File: src/rtl/i2s_pkg.sv
// Shared I2S definitions: word-select levels, legal parameter ranges and the
// slot-to-WS mapping used by both transmit and receive sides.
package i2s_pkg;

  localparam logic WS_LEFT  = 1'b0;
  localparam logic WS_RIGHT = 1'b1;

  localparam int unsigned SAMPLE_W_MIN = 8;
  localparam int unsigned SAMPLE_W_MAX = 32;
  localparam int unsigned CLK_DIV_MIN  = 2;

  // WS for bit slot n: right channel is flagged one slot ahead of its MSB.
  function automatic logic ws_for_slot(input int unsigned n, input int unsigned sample_w);
    if ((n >= sample_w - 1) && (n <= 2 * sample_w - 2)) begin
      return WS_RIGHT;
    end
    return WS_LEFT;
  endfunction

endpackage

File: src/rtl/i2s_bclk_gen.sv
// Bit-clock generator: divides the fabric clock into BCLK and flags the
// fabric cycle on which BCLK rises or falls.
module i2s_bclk_gen #(
  parameter int unsigned CLK_DIV = 4
) (
  input  logic i_clk,
  input  logic i_rst_n,
  input  logic i_enable,
  output logic o_bclk,
  output logic o_fall_c,
  output logic o_rise_c
);

  localparam int unsigned DIV_W = (CLK_DIV > 1) ? $clog2(CLK_DIV) : 1;

  logic [DIV_W-1:0] r_div_cnt;
  logic             r_bclk;
  logic             w_term;

  assign w_term = (r_div_cnt == DIV_W'(CLK_DIV - 1));

  always_ff @(posedge i_clk or negedge i_rst_n) begin
    if (!i_rst_n) begin
      r_div_cnt <= '0;
      r_bclk    <= 1'b0;
    end else if (!i_enable) begin
      r_div_cnt <= '0;
      r_bclk    <= 1'b0;
    end else if (w_term) begin
      r_div_cnt <= '0;
      r_bclk    <= ~r_bclk;
    end else begin
      r_div_cnt <= r_div_cnt + DIV_W'(1);
    end
  end

  // Strobes mark the cycle whose clock edge performs the toggle.
  assign o_fall_c = i_enable && w_term && r_bclk;
  assign o_rise_c = i_enable && w_term && !r_bclk;
  assign o_bclk   = r_bclk;

endmodule

File: src/rtl/i2s_tx_master.sv
// I2S master transmitter: one-entry sample buffer, frame loader, MSB-first
// shifter and saturating underrun counter driven by the BCLK fall strobe.
module i2s_tx_master
  import i2s_pkg::*;
#(
  parameter int unsigned SAMPLE_W = 16,
  parameter int unsigned CLK_DIV  = 4,
  parameter int unsigned UCNT_W   = 16
) (
  input  logic                CLK_IP_i,
  input  logic                RST_IP_n_i,
  input  logic                enable_i,
  input  logic [SAMPLE_W-1:0] sample_left_i,
  input  logic [SAMPLE_W-1:0] sample_right_i,
  input  logic                sample_valid_i,
  output logic                sample_ready_o,
  output logic                bclk_o,
  output logic                ws_o,
  output logic                sdata_o,
  output logic                frame_start_o,
  output logic                underrun_o,
  output logic [UCNT_W-1:0]   underrun_cnt_o
);

  localparam int unsigned FRAME_W = 2 * SAMPLE_W;
  localparam int unsigned BIT_W   = $clog2(FRAME_W);

  logic w_fall;
  logic w_rise_unused;
  logic w_bclk;

  i2s_bclk_gen #(
    .CLK_DIV (CLK_DIV)
  ) u_bclk_gen (
    .i_clk    (CLK_IP_i),
    .i_rst_n  (RST_IP_n_i),
    .i_enable (enable_i),
    .o_bclk   (w_bclk),
    .o_fall_c (w_fall),
    .o_rise_c (w_rise_unused)
  );

  // r_bit_cnt holds the slot that the next fall event will present.
  logic [BIT_W-1:0]   r_bit_cnt;
  logic [FRAME_W-1:0] r_shift;
  logic [FRAME_W-1:0] r_buf;
  logic               r_ready;
  logic               r_ws;
  logic               r_sdata;
  logic               r_frame_start;
  logic               r_underrun;
  logic [UCNT_W-1:0]  r_ucnt;

  logic               w_load;
  logic               w_capture;
  logic               w_ws_next;
  logic [FRAME_W-1:0] w_shift_src;

  always_comb begin
    w_load      = w_fall && (r_bit_cnt == '0);
    w_capture   = sample_valid_i && r_ready;
    w_ws_next   = ws_for_slot(32'(r_bit_cnt), SAMPLE_W);
    w_shift_src = r_shift;
    if (w_load) begin
      w_shift_src = r_ready ? '0 : r_buf;
    end
  end

  // Serial path: cleared while disabled so a restart begins at slot 0.
  always_ff @(posedge CLK_IP_i or negedge RST_IP_n_i) begin
    if (!RST_IP_n_i) begin
      r_bit_cnt     <= '0;
      r_shift       <= '0;
      r_ws          <= WS_LEFT;
      r_sdata       <= 1'b0;
      r_frame_start <= 1'b0;
      r_underrun    <= 1'b0;
    end else if (!enable_i) begin
      r_bit_cnt     <= '0;
      r_shift       <= '0;
      r_ws          <= WS_LEFT;
      r_sdata       <= 1'b0;
      r_frame_start <= 1'b0;
      r_underrun    <= 1'b0;
    end else begin
      r_frame_start <= w_load;
      r_underrun    <= w_load && r_ready;
      if (w_fall) begin
        r_bit_cnt <= (r_bit_cnt == BIT_W'(FRAME_W - 1)) ? '0 : r_bit_cnt + BIT_W'(1);
        r_ws      <= w_ws_next;
        r_sdata   <= w_shift_src[FRAME_W-1];
        r_shift   <= {w_shift_src[FRAME_W-2:0], 1'b0};
      end
    end
  end

  // Holding buffer stays live across disable; a load frees it, a capture fills it.
  always_ff @(posedge CLK_IP_i or negedge RST_IP_n_i) begin
    if (!RST_IP_n_i) begin
      r_buf   <= '0;
      r_ready <= 1'b1;
    end else if (w_capture) begin
      r_buf   <= {sample_left_i, sample_right_i};
      r_ready <= 1'b0;
    end else if (w_load && !r_ready) begin
      r_ready <= 1'b1;
    end
  end

  always_ff @(posedge CLK_IP_i or negedge RST_IP_n_i) begin
    if (!RST_IP_n_i) begin
      r_ucnt <= '0;
    end else if (w_load && r_ready && (r_ucnt != '1)) begin
      r_ucnt <= r_ucnt + UCNT_W'(1);
    end
  end

  assign sample_ready_o = r_ready;
  assign bclk_o         = w_bclk;
  assign ws_o           = r_ws;
  assign sdata_o        = r_sdata;
  assign frame_start_o  = r_frame_start;
  assign underrun_o     = r_underrun;
  assign underrun_cnt_o = r_ucnt;

endmodule
File: config.mk
export PLATFORM = sky130hd
export DESIGN_NAME = i2s_tx_master
export DESIGN_NICKNAME = d
export VERILOG_FILES = /design/src/rtl/i2s_pkg.sv /design/src/rtl/i2s_bclk_gen.sv /design/src/rtl/i2s_tx_master.sv
export SDC_FILE = /design/constraint.sdc
export NUM_CORES = 1
export LEC_CHECK = 0
export ABC_AREA = 1
export CAP_MARGIN = 20
export CELL_PAD_IN_SITES_DETAIL_PLACEMENT = 1
export CELL_PAD_IN_SITES_GLOBAL_PLACEMENT = 1
export CORE_UTILIZATION = 39
export CTS_BUF_LIST = sky130_fd_sc_hd__clkbuf_8
export DETAILED_ROUTE_END_ITERATION = 8
export PLACE_DENSITY = 0.84
export SETUP_SLACK_MARGIN = 0.1
export SLEW_MARGIN = 5
export SYNTH_ARGS = -nofsm -noshare
export SYNTH_HDL_FRONTEND = slang
export SYNTH_HIERARCHICAL = 1
export SYNTH_SLANG_ARGS = --single-unit
File: constraint.sdc
create_clock -name CLK_IP_i -period 4.7 [get_ports CLK_IP_i]
set_input_delay 1.41 -clock CLK_IP_i [delete_from_list [all_inputs] [get_ports CLK_IP_i]]
set_output_delay 1.41 -clock CLK_IP_i [all_outputs]
set_load 0.01 [all_outputs]
# Yosys cells after proc, flatten, opt, wreduce, memory -nomap -nowiden
# Cells that the tools add are included.
# classes
n_addsub,3
magnitude_cmp,2
eq_ne,5
muxes,22
bitwise,1
reduce_logical,11
# ops
cell,count
two-way mux 32 bit,4
"adder 16 x 1 -> 16 bit, second input constant",1
"inequality test 16 bit, second input constant",1
two-way mux 5 bit,3
two-way mux 1 bit,13
logical AND 1 bit,8
"adder 5 x 1 -> 5 bit, second input constant",1
"equality test 5 bit, second input constant",1
"greater-or-equal comparator 5 x 4 -> 1 bit, second input constant",1
"<= comparator 5 bit, second input constant",1
logical NOT 5 bit,1
two-way mux 2 bit,2
"inequality test 2 x 1 -> 1 bit, second input constant",2
"adder 2 x 1 -> 2 bit, second input constant",1
"equality test 2 bit, second input constant",1
nonzero test 2 bit,1
logical NOT 1 bit,1
NOT 1 bit,1
# totals
register_bits,93
inputBits,36

# Longest topological paths before layout
# depth
ltp_word,7
depth_mapped,10
depth_no_buf,9

# Cells and area by module
# The synthesis kept the hierarchy.
# by_module_without_submodules
mod,instances,cells_per_inst,area_per_inst_um2,seq_area_each_um2
i2s_tx_master,1,507,4351.7,2228.4
i2s_bclk_gen,1,16,135.1,75.1

# Worst setup path after synthesis
# Ideal clock, no wire load.
# synth_path
kind,input port to flip-flop
start,in enable_i
end,"reg r_ucnt[12], in the netlist underrun_cnt_o[12]"
arrival_time_ps,2479
slack_ps,2147
cell_stages,8
n_path_buf,1
cell_sequence,nand2_1 nor2_1 nand3_1 nand3b_4 nor2_8 buf_6 nand2_1 o21ai_2
# synth_between
elab_chain_cells,5
# synth_lines
element,line,rtl
from (decl),i2s_tx_master.sv:12,"input logic enable_i,"
logical AND 1 bit (2 in a row),i2s_bclk_gen.sv:38,assign o_fall_c = i_enable && w_term && r_bclk;
net w_fall,i2s_tx_master.sv:28,logic w_fall;
logical AND 1 bit,i2s_tx_master.sv:60,w_load = w_fall && (r_bit_cnt == '0);
logical AND 1 bit (2 in a row),i2s_tx_master.sv:113,end else if (w_load && r_ready && (r_ucnt != '1)) begin
to (signal assigned),i2s_tx_master.sv:114,r_ucnt <= r_ucnt + UCNT_W'(1);
to (decl),i2s_tx_master.sv:52,logic [UCNT_W-1:0] r_ucnt;
# The timed path passes the listed nets, and every way through them passes these cells.
# A chain may end at the register's enable or synchronous reset.

# Final worst setup path
# layout_path
start,in enable_i
end,reg r_shift[23]
# layout_between
elab_chain_cells,6
elab_cells_between_ends,7
cone_classes,eq/ne: 1; mux: 3; reduce/logical: 3
# layout_lines
element,line,rtl
logical AND 1 bit * (2 in a row),i2s_bclk_gen.sv:38,
net w_fall,i2s_tx_master.sv:28,
logical AND 1 bit,i2s_tx_master.sv:60,
two-way mux 32 bit,i2s_tx_master.sv:64,if (w_load) begin
two-way mux 32 bit,i2s_tx_master.sv:88,if (w_fall) begin
two-way mux 32 bit,i2s_tx_master.sv:78,end else if (!enable_i) begin
to (signal assigned),i2s_tx_master.sv:92,"r_shift <= {w_shift_src[FRAME_W-2:0], 1'b0};"
to (decl),i2s_tx_master.sv:45,logic [FRAME_W-1:0] r_shift;
# Mark *: on every way through the listed nets, which the timed path passes. The rest lies on a longest branch. The select of a mux whose other input is x is not followed.

==> impl_metrics.env <==
export IMPL_grtUsageTotal_pct=19.82
export IMPL_gr_total_overflow=0
export IMPL_avgViaCountPerCell=5.007
export IMPL_fin_crit_sh_pct=72.80
export IMPL_grt_pass1_vias=3898
export IMPL_ff2ff_setup_slack_ns=2.44
export IMPL_gp_congestion=0.7867
export IMPL_syn_inst=522
export IMPL_hp_class="flip-flop to flip-flop"
export IMPL_arrival_ns=3.72
export IMPL_peakVddDrop_uv=168.1
export IMPL_clk_pin_slew_ns=0.09
export IMPL_crit_chain="clkdlybuf4s50_1 > nand2_1 > nor2_1 > nand4_4 > nor2_4 > nand2_1 > nand2_1 > nand2_1 > nand2_1"
export IMPL_ios=58
export IMPL_grt_pass1_wl_mm=18.27
export IMPL_cts_tree="done"
export IMPL_num_rows=38
export IMPL_diodes=0
export IMPL_leakage_uw=0.002794
export IMPL_die_area_um2=11930
export IMPL_cpPeakStageDelay_ns=0.65
export IMPL_synth_warnings=6
export IMPL_synth_area_um2=4483
export IMPL_max_freq_mhz=292.3
export IMPL_critPathMaxFanout=33
export IMPL_dpl_worst_slack_ns=0.9260
export IMPL_fp_dieH_um=109.2
export IMPL_holdWs_ns=0.4487
export IMPL_grt_max_degree=73
export IMPL_hpwl_mm=7.387
export IMPL_drt_wirelength_per_cell_um=14.49
export IMPL_r2r_start="u_bclk_gen/r_div_cnt[0]$_DFF_PN0_"
export IMPL_rsz0062_at_grt="no"
export IMPL_setup_violations=0
export IMPL_start_kind="primary input"
export IMPL_cellPowerDensity_nw_per_um2=325.1
export IMPL_cts_max_path_buffers=2
export IMPL_crit_path_frequent_cell="nand2_1"
export IMPL_root_buffer="clkbuf_8"
export IMPL_coreArea_um2=11030
export IMPL_cts_buffers=9
export IMPL_hold_start="u_bclk_gen/r_div_cnt[0]$_DFF_PN0_"
export IMPL_drc=0
export IMPL_r2r_end="r_shift[23]$_DFFE_PN0P_"
export IMPL_final_hold_viol_count=0
export IMPL_cts_setup_buffers=0
export IMPL_setup_worst_path_class="primary input to flip-flop"
export IMPL_hold_depth=1
export IMPL_antenna_found_initial=0
export IMPL_worst_slack_ns=1.278
export IMPL_finalNetCount=619
export IMPL_end_kind="flip-flop"
export IMPL_antenna_left=0
export IMPL_die_w_um=109.2
export IMPL_cts_hold_fix_buffers=0
export IMPL_worstMarginPinSlew_ns=0.9352
export IMPL_tns_ns=0
export IMPL_clk_latency_ns=0.36
export IMPL_cp_top_family="simple AND/OR/NAND/NOR gates"
export IMPL_wl_mm=10.45
export IMPL_drive_above_1_share_pct=8.434
export IMPL_slew_headroom_pct=37.66
export IMPL_place_area_um2=5144
export IMPL_cts_sinks=92
export IMPL_finalClockSkew_ns=0.01628
export IMPL_maxCapViolCount=0
export IMPL_port_buffers=57
export IMPL_area_growth_pct=19.82
export IMPL_via_count=3610
export IMPL_period_needed_ns=3.422
export IMPL_drtPass1Iterations=4
export IMPL_fin_area_um2=5371
export IMPL_whs_endpoint="u_bclk_gen/r_div_cnt[0]$_DFF_PN0_"
export IMPL_start_util_pct=40.64
export IMPL_postCtsResizedCells=0
export IMPL_cp_required_ns=5.00
export IMPL_rr_worst_depth=9
export IMPL_cts_max_level=3
export IMPL_crit_buf_inv=1
export IMPL_syn_area_per_cell_um2=8.588
export IMPL_synth_fp_nets=565
export IMPL_drt_iter0_drc=157
export IMPL_status="complete, no violations"
export IMPL_cp_slowest_cell="clkdlybuf4s50_1"
export IMPL_maxSlewViolCount=0
cells in the final DEF, fill, tap and decap left out, types with 2 or more instances in the layout:
cell,n
mux2_1,29
a21oi_1,2
clkinvlp_4,2
mux2_2,3
inv_6,2
o21ai_0,6
nand3_1,13
inv_2,5
nand2_1,267
nand2_2,2
nor2_4,4
o21ai_2,8
xor2_1,6
clkbuf_8,9
buf_4,5
nor2_2,2
clkdlybuf4s50_1,56
dfrtp_1,91
inv_1,21
nor2_1,21
nand4_1,7
bufinv_16,2
ha_1,7
layout make-up:
type / instances / area, µm²
Clock inverter: 7 / 103.9
Multi-Input combinational cell: 385 / 1966
Fill cell: 1335 / 5659
Inverter: 27 / 101.3
Clock buffer: 9 / 123.9
Timing Repair Buffer: 61 / 598.1
Tap cell: 140 / 175.2
Sequential cell: 92 / 2303
metrics by stage:
| stage | power, µW | utilization, % | std cells |
|---|---|---|---|
| after floorplan | 1059 | - | 522 |
| after global placement | 1147 | 46.63 | 705 |
| after detailed placement | 1159 | 46.63 | 705 |
| after CTS | 1767 | 48.70 | 721 |
| after global routing | 1828 | 48.70 | 721 |
| final | 1746 | 48.70 | 721 |
power breakdown:
part	internal (µW)	switching, µW	total (µW)
Sequential	899	69.9	969
Combinational	98.3	69.4	168
Clock	307	303	610
sequential cells by signal, summed over array words and instances, names as in the netlist:
signal,count
u_bclk_gen/o_bclk,1
sdata_o,1
underrun_cnt_o,16
r_bit_cnt,5
r_buf,32
r_shift,31
frame_start_o,1
ws_o,1
u_bclk_gen/r_div_cnt,2
underrun_o,1
sample_ready_o,1
how the worst max path moves through the flow:
stage	startpoint	depth (start not counted)	to	slack [ns]
floorplan	enable_i	8	underrun_cnt_o[12]$_DFFE_PN0P_	2.15
CTS	enable_i	9	r_shift[23]$_DFFE_PN0P_	1.29
global route	enable_i	9	r_shift[12]$_DFFE_PN0P_	1.06
finish	enable_i	9	r_shift[23]$_DFFE_PN0P_	1.28
global placement	enable_i	9	r_shift[23]$_DFFE_PN0P_	1.11
detailed placement	enable_i	9	r_shift[13]$_DFFE_PN0P_	0.93
metal layers:
layer | GRT usage (%) | up-vias | part of all wire, %
met5 | 0 | - | 0
met1 | 24.70 | 1769 | 44
met4 | 7.905 | 0 | 2.1
met3 | 4.005 | 19 | 4.2
li1 | - | 1735 | -
met2 | 33.60 | 87 | 50
(Power assumes the default switching activity.)
